[src/rtl/stream_pkg.sv]
// Shared definitions for stream width converters: FSM state encoding and
// elaboration-time helpers for slice counts and counter widths.
package stream_pkg;

  typedef enum logic {
    ST_IDLE = 1'b0,
    ST_SEND = 1'b1
  } state_t;

  function automatic int clog2(input int value);
    int result;
    int rem;
    result = 0;
    rem = value - 1;
    while (rem > 0) begin
      result = result + 1;
      rem = rem >> 1;
    end
    return result;
  endfunction

  // Number of narrow slices per wide word; upsizers use the same relation.
  function automatic int ratio(input int wide_bits, input int narrow_bits);
    return wide_bits / narrow_bits;
  endfunction

endpackage

[src/rtl/stream_downsizer.sv]
// Splits one PAYLOAD_BITS word into RATIO flits, LSB slice first, at one flit per cycle.
// Optional last_out flag is built when STREAM_DOWNSIZER_LAST_EN is defined.
module stream_downsizer
  import stream_pkg::*;
#(
  parameter int PAYLOAD_BITS = 32,
  parameter int FLIT_BITS    = 8
) (
  input  logic                    clk,
  input  logic                    reset,
  input  logic                    val_in,
  input  logic [PAYLOAD_BITS-1:0] din,
  output logic                    ready_upward,
  output logic                    val_out,
  output logic [FLIT_BITS-1:0]    dout,
  input  logic                    ready_downward
`ifdef STREAM_DOWNSIZER_LAST_EN
  ,
  output logic                    last_out
`endif
);

  localparam int RATIO = ratio(PAYLOAD_BITS, FLIT_BITS);
  localparam int CNT_W = clog2(RATIO);
  localparam logic [CNT_W-1:0] LAST_BEAT = CNT_W'(RATIO - 1);

  if ((PAYLOAD_BITS % FLIT_BITS) != 0 || RATIO < 2) begin : g_param_check
    $error("stream_downsizer: FLIT_BITS must divide PAYLOAD_BITS with a ratio of at least 2");
  end

  state_t                  state, state_n;
  logic [PAYLOAD_BITS-1:0] data_buf, data_buf_n;
  logic [CNT_W-1:0]        cnt, cnt_n;
  logic                    last_beat;

  assign last_beat = (state == ST_SEND) && (cnt == LAST_BEAT);

  always_ff @(posedge clk) begin
    if (reset) begin
      state    <= ST_IDLE;
      data_buf <= '0;
      cnt      <= '0;
    end else begin
      state    <= state_n;
      data_buf <= data_buf_n;
      cnt      <= cnt_n;
    end
  end

  always_comb begin
    state_n    = state;
    data_buf_n = data_buf;
    cnt_n      = cnt;
    case (state)
      ST_IDLE: begin
        if (val_in) begin
          data_buf_n = din;
          cnt_n      = '0;
          state_n    = ST_SEND;
        end
      end
      ST_SEND: begin
        if (ready_downward) begin
          if (cnt != LAST_BEAT) begin
            data_buf_n = data_buf >> FLIT_BITS;
            cnt_n      = cnt + CNT_W'(1);
          end else if (val_in) begin
            // Reload on the final beat so consecutive words leave no bubble.
            data_buf_n = din;
            cnt_n      = '0;
          end else begin
            state_n = ST_IDLE;
          end
        end
      end
      default: state_n = ST_IDLE;
    endcase
  end

  // ready_upward combinationally follows ready_downward on the last beat;
  // the upstream relay station breaks that path.
  assign ready_upward = !reset && ((state == ST_IDLE) || (last_beat && ready_downward));
  assign val_out      = !reset && (state == ST_SEND);
  assign dout         = reset ? '0 : data_buf[FLIT_BITS-1:0];

`ifdef STREAM_DOWNSIZER_LAST_EN
  assign last_out = !reset && last_beat;
`endif

endmodule

[config.mk]
export PLATFORM = sky130hd
export DESIGN_NAME = stream_downsizer
export DESIGN_NICKNAME = d
export VERILOG_FILES = /design/src/rtl/stream_pkg.sv /design/src/rtl/stream_downsizer.sv
export SDC_FILE = /design/constraint.sdc
export NUM_CORES = 1
export LEC_CHECK = 0
export BUFFER_PORTS_ARGS = -buffer_cell sky130_fd_sc_hd__buf_2
export CAP_MARGIN = 40
export CORE_MARGIN = 2
export CORE_UTILIZATION = 40
export CTS_BUF_LIST = sky130_fd_sc_hd__clkbuf_8
export DETAILED_ROUTE_END_ITERATION = 16
export PLACE_DENSITY = 0.72
export SLEW_MARGIN = 5
export SYNTH_ARGS = -nofsm -noshare
export SYNTH_HDL_FRONTEND = slang
export SYNTH_SLANG_ARGS = --single-unit
[constraint.sdc]
create_clock -name clk -period 3.1 [get_ports clk]
set_clock_uncertainty 0.05 [all_clocks]
set_input_delay 0.31 -clock clk [delete_from_list [all_inputs] [get_ports clk]]
set_output_delay 0.31 -clock clk [all_outputs]
set_load 0.05 [all_outputs]
Word-level counts from Yosys, hierarchy flattened

Cells that the tools add are included.

Memory bits (writable): 0
Output and inout bits: 10
Memory bits (read-only): 0
Register bits after elaboration: 35
Memories: 0
Input port bits: 36
Latch bits: 0
Logic and storage cells: 27

Equal/unequal tests: 3
Add/sub/neg operators: 1
Magnitude comparators: 0
$mul: 0
Mux-type cells: 13
Reduce and logical (&&, ||, !) cells: 6
Bitwise logic cells: 1
Div/mod/pow operators: 0
Shifts and indexed selects: 0

Operator list:

| cell                                        | count |
|---|---|
| 2-to-1 mux 32 bit                           | 3 |
| case mux 32 bit (2 select lines)            | 1 |
| 2-to-1 mux 8 bit                            | 1 |
| 2-to-1 mux 2 bit                            | 3 |
| logical AND 1 bit                           | 4 |
| != test 2 bit, second input constant        | 2 |
| case mux 2 bit (2 select lines)             | 1 |
| 2-to-1 mux 1 bit                            | 3 |
| adder 2 x 1 -> 2 bit, second input constant | 1 |
| equality test 2 bit, second input constant  | 1 |
| case mux 1 bit (2 select lines)             | 1 |
| zero test 1 bit                             | 1 |
| logical OR 1 bit                            | 1 |
| inverter 1 bit                              | 1 |

Logic depth before layout (Yosys ltp)

Word-level depth: 5
Depth in mapped cells: 6

Least setup slack after synthesis

OpenSTA, ideal clock, no wires.

Kind: in2out
From: input port reset
To: output port dout[0]
Stages: 3
Setup slack: 1.373 ns
Data arrival time: 1.367 ns
Required time: 2.740 ns
Path through: clkbuf_1 clkbuf_1 nor2b_1

Word-level cells in the longest chain between the ends: 1

RTL lines:

| what               | RTL line               | text |
|---|---|---|
| start: declaration | stream_downsizer.sv:10 | `input logic reset,` |
| 2-to-1 mux 8 bit   | stream_downsizer.sv:84 | `assign dout = reset ? '0 : data_buf[FLIT_BITS-1:0];` |
| end: declaration   | stream_downsizer.sv:15 | `output logic [FLIT_BITS-1:0] dout,` |

No other way between the ends.

Worst setup path after layout

From: register cnt[0]
To: register data_buf[0]

Word-level cells in the longest chain between the ends: 4

RTL lines:

| what                             | RTL line               | text |
|---|---|---|
| start: declaration               | stream_downsizer.sv:33 | `logic [CNT_W-1:0] cnt, cnt_n;` |
| start signal: assignment         | stream_downsizer.sv:46 | `cnt <= cnt_n;` |
| != test 2 bit                    | stream_downsizer.sv:64 | `if (cnt != LAST_BEAT) begin` |
| 2-to-1 mux 32 bit                | stream_downsizer.sv:64 |  |
| 2-to-1 mux 32 bit                | stream_downsizer.sv:63 | `if (ready_downward) begin` |
| case mux 32 bit (2 select lines) | stream_downsizer.sv:54 | `case (state)` |
| end signal: assignment           | stream_downsizer.sv:45 | `data_buf <= data_buf_n;` |
| end: declaration                 | stream_downsizer.sv:32 | `logic [PAYLOAD_BITS-1:0] data_buf, data_buf_n;` |

No other way between the ends. The select of a mux whose other input is x is not followed.
A chain may end at the register's enable or synchronous reset.

==> impl_metrics.py <==
metrics = {
    "drt": {
        "detail-route-antenna-nets": 0,
        "drc_errors": 0,
        "vias_per_cell": 4.96,
        "dr.pass1.iters": 4,
        "drt-total-wl_um": 3070,
        "vias": 1246,
        "dr.first_iter.drc_count": 32,
        "routedWlPerCell_um": 12.2,
    },
    "logic_synthesis": {
        "syn_area_um2": 1610,
        "yosysWarnings": 0,
        "yosys.area.top_type": "dfxtp_1",
        "synthCells": 162,
        "synth_nets": 199,
        "synth-edff-count": 0,
        "avgSynthCellArea_um2": 9.92,
        "synth_seq_area_share_pct": 43.6,
        "synth_flop_cell": "dfxtp_1",
        "yosys-top-cells-area": "dfxtp_1 44%, o221a_1 14%, a21oi_1 7.5%, inv_1 5.8%, o32ai_1 4.4%",
        "yosysTopAreaCellShare_pct": 43.6,
        "ys_async_sr_fraction_pct": 0,
        "netlist_top_cells_count": "35 x dfxtp_1, 25 x inv_1, 24 x a21oi_1",
        "ys_seq_elements": 35,
        "synth.distinct_cells": 23,
        "synth.most_common_cell": "dfxtp_1",
    },
    "flow_run": {
        "drv_cap": 0,
    },
    "die": {
        "rows": 23,
        "core-area_um2": 3940,
        "die_h_um": 67.4,
        "dieArea_um2": 4540,
        "start_util_pct": 40.8,
        "ios": 46,
        "fp.dieW_um": 67.4,
    },
    "clock_tree": {
        "insertion_delay_ns": 0.29,
        "cts_buffers": 5,
        "clk_pin_slew_ns": 0.07,
        "cts_root_buf": "clkbuf_8",
        "clk_path_buf_depth": 2,
        "post_cts_resize_count": 0,
        "clock_sinks": 35,
        "postCtsSetupBuffers": 0,
        "htree_levels": 2,
        "cts_hold_buffers": 0,
        "cts_tree": "built",
    },
    "hold_path": {
        "whs_path_depth": 3,
        "hold_path_startpoint": "din[24]",
        "holdCritPathClass": "in2reg",
        "holdPathEnd": "data_buf[24]",
    },
    "power_and_ir_drop": {
        "p_per_area_nw_per_um2": 532,
        "power_leakage_nw": 0.795,
        "peakVddDrop_mv": 0.279,
    },
    "worst_setup_path": {
        "cp.arrival_ns": 1.99,
        "slowest_stage": "and3b_1",
        "rr_worst_depth": 4,
        "r2r_end": "data_buf[0]",
        "worstPathCellList": "ha_1 > and3b_1 > a21oi_1 > o221a_1",
        "worstPathMaxFanout": 26,
        "rr_startpoint": "cnt[0]",
        "path_delay_family": "simple AND/OR/NAND/NOR gates",
        "end_kind": "register",
        "r2r_setup_slack_ns": 1.24,
        "slowest_delay_ns": 0.80,
        "path_class": "reg2reg",
        "cp-start-kind": "register",
        "critPathBufInv": 0,
        "required_ns": 3.23,
    },
    "cells_and_area": {
        "area_growth_pct": 16.3,
        "drive_gt1_share_pct": 30.3,
        "fill_cells": 398,
        "nNetsFinal": 237,
        "fin_util_pct": 47.4,
        "diodes": 0,
    },
    "grt": {
        "track_usage_pct": 14.5,
        "grt_pass1_vias": 1084,
        "grt_pass1_wl_um": 4800,
        "gr-total-overflow": 0,
        "grt_max_degree": 38,
        "antenna_found_initial": 0,
    },
    "status": {
        "status": "finished clean",
    },
    "sta": {
        "finalHoldViolCount": 0,
        "fmax_mhz": 538,
        "tightest_slew_ns": 0.855,
        "slew_violations": 0,
        "relSlewSlack_pct": 43.0,
        "period_minus_slack_ns": 1.86,
        "setup_viol": 0,
        "setup_tns_ns": 0,
        "rsz0062_at_grt": "no",
        "finalCritPeriodShare_pct": 59.9,
        "hold_ws_ns": 0.232,
        "timing.final.ws_setup_ns": 1.24,
    },
    "placed_design": {
        "gp_congestion": 0.697,
        "io_buffers": 45,
        "dp_hpwl_um": 2010,
        "pre_cts_slack_ns": 1.23,
    },
}
-- layout by cell type, fill, tap and decap left out, drive strengths merged --
cell type | netlist | final
nand2b | 10 | 10
o32ai | 8 | 8
and3b | 1 | 1
clkbuf | 4 | 5
a2bb2oi | 1 | 1
o21ai | 1 | 1
a21boi | 1 | 1
a211oi | 1 | 1
nand3b | 1 | 1
clkinvlp | 0 | 1
clkinv | 0 | 1
inv | 25 | 26
nor2b | 10 | 10
dfxtp | 35 | 35
nor2 | 4 | 4
buf | 11 | 46
a21oi | 24 | 24
o221a | 24 | 24
ha | 1 | 1
-- power by group --
part | leakage, nW | internal (mW) | switching [mW]
Clock | 0.0453 | 0.153 | 0.163
Sequential | 0.290 | 0.488 | 0.0188
Combinational | 0.459 | 0.0741 | 0.0974
-- per-stage QoR --
stage,area [um^2],instances,total power [mW]
6_report,1870,251,0.994
2_1_floorplan,1610,162,0.655
5_1_grt,1870,251,1.04
4_1_cts,1870,251,1.01
3_5_place_dp,1780,243,0.690
3_3_place_gp,1780,243,0.688
-- final cells by class --
cell class	instances	area, um^2	area share [%]
sequential	35	701	37.5
multi-input combinational	87	694	37.1
timing repair buffer	46	233	12.4
inverter	25	93.8	5.02
clock buffer	5	68.8	3.68
tap	50	62.6	3.35
clock inverter	3	16.3	0.870
-- state kept, by name (all words and copies together), names as in the netlist --
name	count
cnt	2
data_buf	32
state	1
-- cells by family (layout without fill, tap and decap cells) --
family	count (synthesis)	count (layout)	share of synthesized area, %
fa+ha+maj	1	1	0.778
buf+inv	40	79	13.2
flops	35	35	43.6
compound gates	60	60	31.8
simple gates	26	26	10.7
-- metal layers --
metal  up-vias  GRT usage [%]  part of all wire [%]
li1        654              -                     -
met3         5           6.67                   8.0
met4         0           4.59                   1.5
met2        34           22.9                    42
met1       553           17.5                    48
met5         -              0                     0
-- worst max-delay path by stage --
stage | from | endpoint | slack (ns) | cells after the start
6_report | cnt[0] | data_buf[0] | 1.24 | 4
5_1_grt | cnt[0] | data_buf[15] | 1.06 | 4
4_1_cts | cnt[0] | data_buf[0] | 1.22 | 4
3_5_place_dp | cnt[0] | data_buf[0] | 1.23 | 4
3_3_place_gp | cnt[0] | data_buf[3] | 1.26 | 4
2_1_floorplan | reset | dout[0] | 1.37 | 3
-- worst min-delay path: cells and delay by family --
family,cells,cell delay [ns]
compound gates,1,0.10
buf+inv,1,0.08
simple gates,1,0.04
Note: power is estimated with default switching activity, not from simulation.
